--- src/rtl/ps2_key_source_if.sv ---
// Key handshake between the PS/2 key source (master) and the tone synthesizer (slave).
interface ps2_key_source_if;
    logic [3:0] keycode;
    logic       data_ready;
    logic       data_request;

    modport master (output keycode, output data_ready, input data_request);
    modport slave  (input keycode, input data_ready, output data_request);
endinterface

--- src/rtl/ps2_key_source.sv ---
// PS/2 receiver + scan decoder presenting number-row keys 1..7 to the synthesizer; optional PS2_ERR_CNT_EN adds err_count.
// Latency: data_ready changes 4 CLOCK_50 cycles after the 11th PS2_CLK falling edge at the pin.
// Backpressure: makes arriving while data_request=0 are dropped; PS/2 line is never driven.
module ps2_key_source #(
    parameter int TIMEOUT_CLKS = 50000,
    parameter int CNT_W        = 16
) (
    input  logic               CLOCK_50,
    input  logic               reset,
    input  logic               PS2_CLK,
    input  logic               PS2_DAT,
    ps2_key_source_if.master   key
`ifdef PS2_ERR_CNT_EN
    ,
    output logic [7:0]         err_count
`endif
);

    typedef enum logic [1:0] {ST_IDLE, ST_HELD, ST_WAIT} state_t;

    logic             clk_s1, clk_s2, clk_prev;
    logic             dat_s1, dat_s2;
    logic             fall;
    logic [3:0]       bit_cnt;
    logic [9:0]       shreg;
    logic [CNT_W-1:0] wd_cnt;
    logic             timeout;
    logic             frame_ok;
    logic             frame_bad;
    logic             byte_valid;
    logic [7:0]       byte_dat;
    logic             brk, ext;
    logic             is_f0, is_e0;
    logic [3:0]       code;
    logic             key_evt, key_make, key_break;
    state_t           state, state_nxt;
    logic             load_key;
    logic [3:0]       keycode_q;

    // Sync registers reset high so reset never fakes a falling edge.
    always_ff @(posedge CLOCK_50) begin
        if (reset) begin
            clk_s1   <= 1'b1;
            clk_s2   <= 1'b1;
            clk_prev <= 1'b1;
            dat_s1   <= 1'b1;
            dat_s2   <= 1'b1;
        end else begin
            clk_s1   <= PS2_CLK;
            clk_s2   <= clk_s1;
            clk_prev <= clk_s2;
            dat_s1   <= PS2_DAT;
            dat_s2   <= dat_s1;
        end
    end

    assign fall      = clk_prev & ~clk_s2;
    // shreg holds bits 0..9 (start at [0], parity at [9]); the stop bit is the live sample.
    assign frame_ok  = ~shreg[0] & dat_s2 & (^shreg[9:1]);
    assign frame_bad = fall && (bit_cnt == 4'd10) && !frame_ok;
    assign timeout   = !fall && (bit_cnt != 4'd0) && (wd_cnt == CNT_W'(TIMEOUT_CLKS - 1));

    always_ff @(posedge CLOCK_50) begin
        if (reset) begin
            bit_cnt    <= 4'd0;
            shreg      <= 10'd0;
            wd_cnt     <= '0;
            byte_valid <= 1'b0;
            byte_dat   <= 8'd0;
        end else begin
            byte_valid <= 1'b0;
            if (fall) begin
                wd_cnt <= '0;
                if (bit_cnt == 4'd10) begin
                    bit_cnt    <= 4'd0;
                    byte_valid <= frame_ok;
                    byte_dat   <= shreg[8:1];
                end else begin
                    shreg   <= {dat_s2, shreg[9:1]};
                    bit_cnt <= bit_cnt + 4'd1;
                end
            end else if (bit_cnt != 4'd0) begin
                if (timeout) begin
                    bit_cnt <= 4'd0;
                    wd_cnt  <= '0;
                end else begin
                    wd_cnt <= wd_cnt + CNT_W'(1);
                end
            end
        end
    end

    assign is_f0 = (byte_dat == 8'hF0);
    assign is_e0 = (byte_dat == 8'hE0);

    always_comb begin
        code = 4'd0;
        case (byte_dat)
            8'h16:   code = 4'd1;
            8'h1E:   code = 4'd2;
            8'h26:   code = 4'd3;
            8'h25:   code = 4'd4;
            8'h2E:   code = 4'd5;
            8'h36:   code = 4'd6;
            8'h3D:   code = 4'd7;
            default: code = 4'd0;
        endcase
    end

    always_ff @(posedge CLOCK_50) begin
        if (reset) begin
            brk <= 1'b0;
            ext <= 1'b0;
        end else if (byte_valid) begin
            if (is_f0) begin
                brk <= 1'b1;
            end else if (is_e0) begin
                ext <= 1'b1;
            end else begin
                brk <= 1'b0;
                ext <= 1'b0;
            end
        end
    end

    assign key_evt   = byte_valid && !is_f0 && !is_e0 && !ext && (code != 4'd0);
    assign key_make  = key_evt && !brk;
    assign key_break = key_evt && brk;

    always_ff @(posedge CLOCK_50) begin
        if (reset) begin
            state     <= ST_IDLE;
            keycode_q <= 4'd0;
        end else begin
            state <= state_nxt;
            if (load_key) begin
                keycode_q <= code;
            end
        end
    end

    always_comb begin
        state_nxt = state;
        load_key  = 1'b0;
        case (state)
            ST_IDLE: begin
                if (key_make && key.data_request) begin
                    state_nxt = ST_HELD;
                    load_key  = 1'b1;
                end
            end
            ST_HELD: begin
                if (key_break && (code == keycode_q)) begin
                    state_nxt = ST_WAIT;
                end
            end
            ST_WAIT: begin
                if (!key.data_request) begin
                    state_nxt = ST_IDLE;
                end
            end
            default: state_nxt = ST_IDLE;
        endcase
    end

    assign key.keycode    = keycode_q;
    assign key.data_ready = (state == ST_HELD);

`ifdef PS2_ERR_CNT_EN
    always_ff @(posedge CLOCK_50) begin
        if (reset) begin
            err_count <= 8'd0;
        end else if ((frame_bad || timeout) && (err_count != 8'hFF)) begin
            err_count <= err_count + 8'd1;
        end
    end
`endif

endmodule
--- src/flat_wrapper.sv ---
// flat-port wrapper written by rule: the top's interface ports become plain ports
module ps2_key_source_flat 
#(
    parameter int TIMEOUT_CLKS = 50000,
    parameter int CNT_W        = 16
)
  (CLOCK_50, reset, PS2_CLK, PS2_DAT, key_keycode, key_data_ready, key_data_request);
  ps2_key_source_if key_i ();
  input  logic CLOCK_50;
  input  logic reset;
  input  logic PS2_CLK;
  input  logic PS2_DAT;
  output wire logic [$bits(key_i.keycode)-1:0] key_keycode;
  output wire logic [$bits(key_i.data_ready)-1:0] key_data_ready;
  input wire logic [$bits(key_i.data_request)-1:0] key_data_request;
  assign key_keycode = key_i.keycode;
  assign key_data_ready = key_i.data_ready;
  assign key_i.data_request = key_data_request;
  ps2_key_source #(.TIMEOUT_CLKS(TIMEOUT_CLKS), .CNT_W(CNT_W)) u_core (.CLOCK_50(CLOCK_50), .reset(reset), .PS2_CLK(PS2_CLK), .PS2_DAT(PS2_DAT), .key(key_i));
endmodule
--- config.mk ---
export PLATFORM = sky130hd
export DESIGN_NAME = ps2_key_source_flat
export DESIGN_NICKNAME = d
export VERILOG_FILES = /design/src/rtl/ps2_key_source_if.sv /design/src/rtl/ps2_key_source.sv /design/src/flat_wrapper.sv
export SDC_FILE = /design/constraint.sdc
export NUM_CORES = 1
export LEC_CHECK = 0
export CAP_MARGIN = 20
export CORE_UTILIZATION = 30
export DETAILED_ROUTE_END_ITERATION = 7
export GPL_TIMING_DRIVEN = 1
export PLACE_DENSITY_LB_ADDON = 0.25
export SLEW_MARGIN = 20
export SYNTH_ARGS = -nofsm -noshare
export SYNTH_HDL_FRONTEND = slang
export SYNTH_SLANG_ARGS = --single-unit
--- constraint.sdc ---
create_clock -name CLOCK_50 -period 2.6 [get_ports CLOCK_50]
set_input_delay 0.65 -clock CLOCK_50 [delete_from_list [all_inputs] [get_ports CLOCK_50]]
set_output_delay 0.65 -clock CLOCK_50 [all_outputs]
set_load 0.02 [all_outputs]
; ---- After elaboration in Yosys (flattened, before gate mapping)
; Index checks and enable logic that the tools add are counted.
; W data, S select, Z words.
[totals]
register_bits = 52
wordCells = 86
[classes]
add_sub_neg = 2
eq_ne = 18
n_mux = 15
bitwise_logic = 8
n_reduce_logical = 29
[op_table]
columns = operator, n
row1 = $eq A8 B6 Y1 const B, 5
row2 = $pmux W3 S7, 1
row3 = $add A16 B1 Y16 const B, 1
row4 = $eq A16 B16 Y1 const B, 1
row5 = $eq A8 B5 Y1 const B, 2
row6 = $eq A8 B8 Y1 const B, 2
row7 = $mux W16, 1
row8 = $mux W4, 4
row9 = $logic_and A1 B1 Y1, 10
row10 = $reduce_and A2 Y1, 5
row11 = $reduce_xor A9 Y1, 1
row12 = $reduce_bool A4 Y1, 2
row13 = $mux W2, 3
row14 = $ne A2 B1 Y1 const B, 3
row15 = $pmux W2 S3, 1
row16 = $logic_not A1 Y1, 5
row17 = $mux W1, 5
row18 = $not A1 Y1, 5
row19 = $add A4 B1 Y4 const B, 1
row20 = $eq A3 B4 Y1, 1
row21 = $eq A4 B4 Y1 const B, 1
row22 = $reduce_bool A2 Y1, 2
row23 = $and A1 B1 Y1, 3
row24 = $reduce_and A3 Y1, 1
row25 = 6 further kinds, 6

; ---- Longest topological paths before layout
[depth]
ltp_word = 10
mapped_depth = 10

; ---- Worst setup path after synthesis
; No wires, ideal clock.
[synth_path]
path_kind = reg2reg
startpoint = register u_core.bit_cnt[0]
endpoint = register u_core.wd_cnt[7]
setup_time_ns = 0.115
arrival_time_ns = 1.867
t_required_ns = 2.485
path_slack_ns = 0.618
stages_incl_launch_ff = 11
path_buffers = 3
period_less_slack_ns = 1.982
path_cell_list = dfxtp_1 > inv_1 > ha_1 > or3b_1 > buf_2 > nand4_4 > nor4_2 > or3_1 > buf_2 > buf_6 > nor2_1
[synth_via]
elab_chain_len = 4
[synth_rtl]
columns = item, line
row1 = start: declaration, ps2_key_source.sv:24  ; logic [3:0] bit_cnt;
row2 = start signal: assignment, ps2_key_source.sv:80  ; bit_cnt <= bit_cnt + 4'd1;
row3 = $reduce_bool A4 Y1 *, "ps2_key_source.sv:61, ps2_key_source.sv:82"
row4 = $logic_and A1 B1 Y1 (2 in a row), ps2_key_source.sv:61  ; assign timeout = !fall && (bit_cnt != 4'd0) && (wd_cnt == CNT_W'(TIMEOUT_CLKS - 1));
row5 = $mux W16, ps2_key_source.sv:83  ; if (timeout) begin
row6 = end signal: assignment, ps2_key_source.sv:87  ; wd_cnt <= wd_cnt + CNT_W'(1);
row7 = end: declaration, ps2_key_source.sv:26  ; logic [CNT_W-1:0] wd_cnt;
; Every way passes the cells marked *; elsewhere a longest branch is shown, timed or not.
; A chain may end at the register's enable or synchronous reset.

; ---- Worst setup path after layout
[layout_path]
startpoint = register u_core.bit_cnt[0]
endpoint = register u_core.bit_cnt[1]
[layout_via]
elab_chain_len = 5
[layout_rtl]
columns = item
row1 = "parallel branches: the longest is 5 deep, another holds $add A4 B1 Y4"
; Several ways; the timed one is not identified.

==> results.yml <==
drt:
  viasPerCell: 4.70
  antenna_left: 0
  totalWireLength_mm: 4.54
  drc: 0
  firstDrtPassIters: 4
  drt_iter0_drc: 46
  vias: 1796
  routedWlPerCell_um: 11.9
timing:
  finalSetupViolCount: 0
  fin_setup_tns_ps: 0
  fin_skew_ps: 4.00
  tightest_slew_ps: 554
  rsz0062_at_grt: "no"
  hold_viol: 0
  fin_crit_sh: 0.855
  fmax_ghz: 0.450
  period_needed_ps: 2220
  fin_ws_ps: 378
  max_slew_margin: 0.630
  drv_slew: 0
cts:
  cts_hold_buf: 0
  clock_latency_ps: 300
  cts_num_sinks: 51
  cts_tree: "yes"
  path_clk_slew_ps: 90
  cts-root-buf: "clkbuf_8"
  htree_levels: 2
  clockBufferDepth: 2
  cts_setup_buffers: 0
  cts_resized: 0
  cts_inserted_buffers: 5
synthesis:
  yosys.area.top_type: "dfxtp_1"
  synthTopCellsByCount: "dfxtp_1 (51), nor2_1 (42), nand2_1 (21)"
  synth-seq-area-share: 0.417
  ys.flop_type: "dfxtp_1"
  synth_top_area_frac: 0.417
  synth_cell_type_count: 51
  synthTopCellsByArea: "dfxtp_1 (42%), nor2_1 (6.4%), mux2i_1 (5.7%), xor2_1 (4.3%), xnor2_1 (3.9%)"
  synth.most_common_cell: "dfxtp_1"
  synthArstFlopShare: 0
  syn_nets: 282
  syn_inst: 273
  synth-seq-cells: 51
  yosys_warnings: 0
  syn_area_per_cell_um2: 8.97
  synth_edf_count: 0
  netlist_area_um2: 2450
floorplanning:
  initial_core_util: 0.314
  die_area_um2: 8530
  ios: 10
  die_y_um: 92.4
  num_rows: 32
  die_width_um: 92.4
  core_area_um2: 7810
placed_design:
  dp_slack_ps: 168
  gp_congestion: 0.699
  place_area_um2: 2600
  dp_hpwl_mm: 3.18
  port_buffers: 8
finish:
  drive_gt1_frac: 0.111
  diodes: 0
  n_fill_cell: 801
  syn_to_final_growth_pct: 10.9
  final_area_um2: 2720
  layout.nets: 288
critical_path:
  endpoint: "u_core.bit_cnt[1]"
  rr_worst_depth: 8
  worst_ep_arrival_time_ps: 2410
  critical_path_required_ps: 2790
  crit_start: "u_core.bit_cnt[0]"
  reg2reg_from: "u_core.bit_cnt[0]"
  critPathLaunchType: "flip-flop"
  cp_max_fo: 15
  reg2reg_slack_ps: 380
  critical_path_class: "reg -> reg"
  r2r_end: "u_core.bit_cnt[1]"
  critPathCaptureType: "flip-flop"
job:
  cap_violations: 0
grt:
  use_met2: 0.183
  antenna_found_initial: 0
  grt.overflow.total: 0
  grt.busiest_layer: "met2"
  use_met1: 0.154
  grt_pass1_wl_mm: 7.94
  grt_use_total: 0.117
  grt_pass1_vias: 1721
  grt_max_degree: 31
  grt_use_met3: 0.0337
status:
  status: "finished clean"
power_and_ir_drop:
  peakVddDrop_mv: 0.206
  cellLeakagePower_nw: 0.919
  p_per_area_nw_per_um2: 523
  power_mw: 1.42
min_path:
  holdCritPathClass: "reg -> reg"
[sequential cells by signal, indices dropped and copies added, names as in the netlist]
name	count
u_core.bit_cnt	4
u_core.brk	1
u_core.byte_dat	8
u_core.byte_valid	1
u_core.clk_prev	1
u_core.clk_s1	1
u_core.clk_s2	1
u_core.dat_s1	1
u_core.dat_s2	1
u_core.ext	1
u_core.key.keycode	3
u_core.shreg	10
u_core.state	2
u_core.wd_cnt	16
[worst min-delay path by stage]
| stage | start | endpoint | slack (ps) | cells after the start |
|---|---|---|---|---|
| after global routing | u_core.dat_s1 | u_core.dat_s2 | 440 | 1 |
| final | u_core.dat_s1 | u_core.dat_s2 | 420 | 1 |
| after CTS | u_core.dat_s1 | u_core.dat_s2 | 430 | 1 |
| after detailed placement | u_core.dat_s1 | u_core.dat_s2 | 400 | 1 |
| after global placement | u_core.dat_s1 | u_core.dat_s2 | 390 | 1 |
| after floorplan | u_core.clk_s1 | u_core.clk_s2 | 390 | 1 |
[cells in the final DEF, fill, tap and decap left out, types with 2 or more instances in the layout]
| cell type | count |
|---|---|
| dfxtp_1 | 51 |
| nor2_1 | 42 |
| nand2_1 | 21 |
| a21oi_1 | 17 |
| nand3_1 | 15 |
| mux2i_1 | 14 |
| xor2_1 | 12 |
| xnor2_1 | 11 |
| nor3_1 | 8 |
| clkdlybuf4s50_1 | 8 |
| inv_1 | 7 |
| clkbuf_8 | 6 |
| or2_2 | 5 |
| buf_4 | 5 |
| o21ai_0 | 4 |
| ha_1 | 4 |
| nor2b_1 | 3 |
| nand3b_1 | 3 |
| nand2b_1 | 3 |
| nor3b_1 | 3 |
| or4b_1 | 2 |
| or3b_1 | 2 |
| nor4_2 | 2 |
| or2b_2 | 2 |
| a22oi_1 | 2 |
| and3_1 | 2 |
| nand4_1 | 2 |
[metal layers]
metal / vias up / share of wire
met5: - / 0
li1: 947 / -
met4: 0 / 0.013
met1: 831 / 0.52
met3: 4 / 0.030
met2: 14 / 0.44
[critical path: stages (launching register included)]
cell     delay [ps]
dfxtp_1         420
inv_1            90
ha_1            210
or3b_1          300
nand4_4         170
nor4_2          440
or3_1           170
buf_4           200
o32ai_1         110
[area by class of cell]
| type | instances | area, um2 | share of cell area |
|---|---|---|---|
| repair buffers | 13 | 118 | 0.0433 |
| clock inverters | 2 | 35.0 | 0.0129 |
| flip-flops and latches | 51 | 1020 | 0.376 |
| multi-input cells | 201 | 1310 | 0.481 |
| well taps | 102 | 128 | 0.0470 |
| clock buffers | 6 | 82.6 | 0.0304 |
| inverters | 7 | 26.3 | 0.00967 |
[cells by family after synthesis]
kind of cell	after synthesis	synth area share
AOI/OAI and AO/OA	34	0.0919
xor gates and xnor gates	24	0.0889
buffers and inverters	21	0.0501
adders and majority gates	4	0.0204
DFF	51	0.417
muxes	14	0.0572
other	1	0.00153
and+or+nand+nor	124	0.273
[where the power goes]
part           switching [mW]  leakage (nW)  total (mW)  internal [mW]
Combinational          0.0321         0.446      0.0532         0.0211
Sequential            0.00469         0.412       0.792          0.787
Clock                   0.263        0.0612       0.575          0.312
[stage by stage]
step           hold WS [ps]  cells  utilization
2_1_floorplan           389    273            -
3_3_place_gp            393    374        0.333
3_5_place_dp            402    374        0.333
4_1_cts                 427    382        0.348
5_1_grt                 440    382        0.348
6_report                423    382        0.348
(Power assumes the default switching activity.)
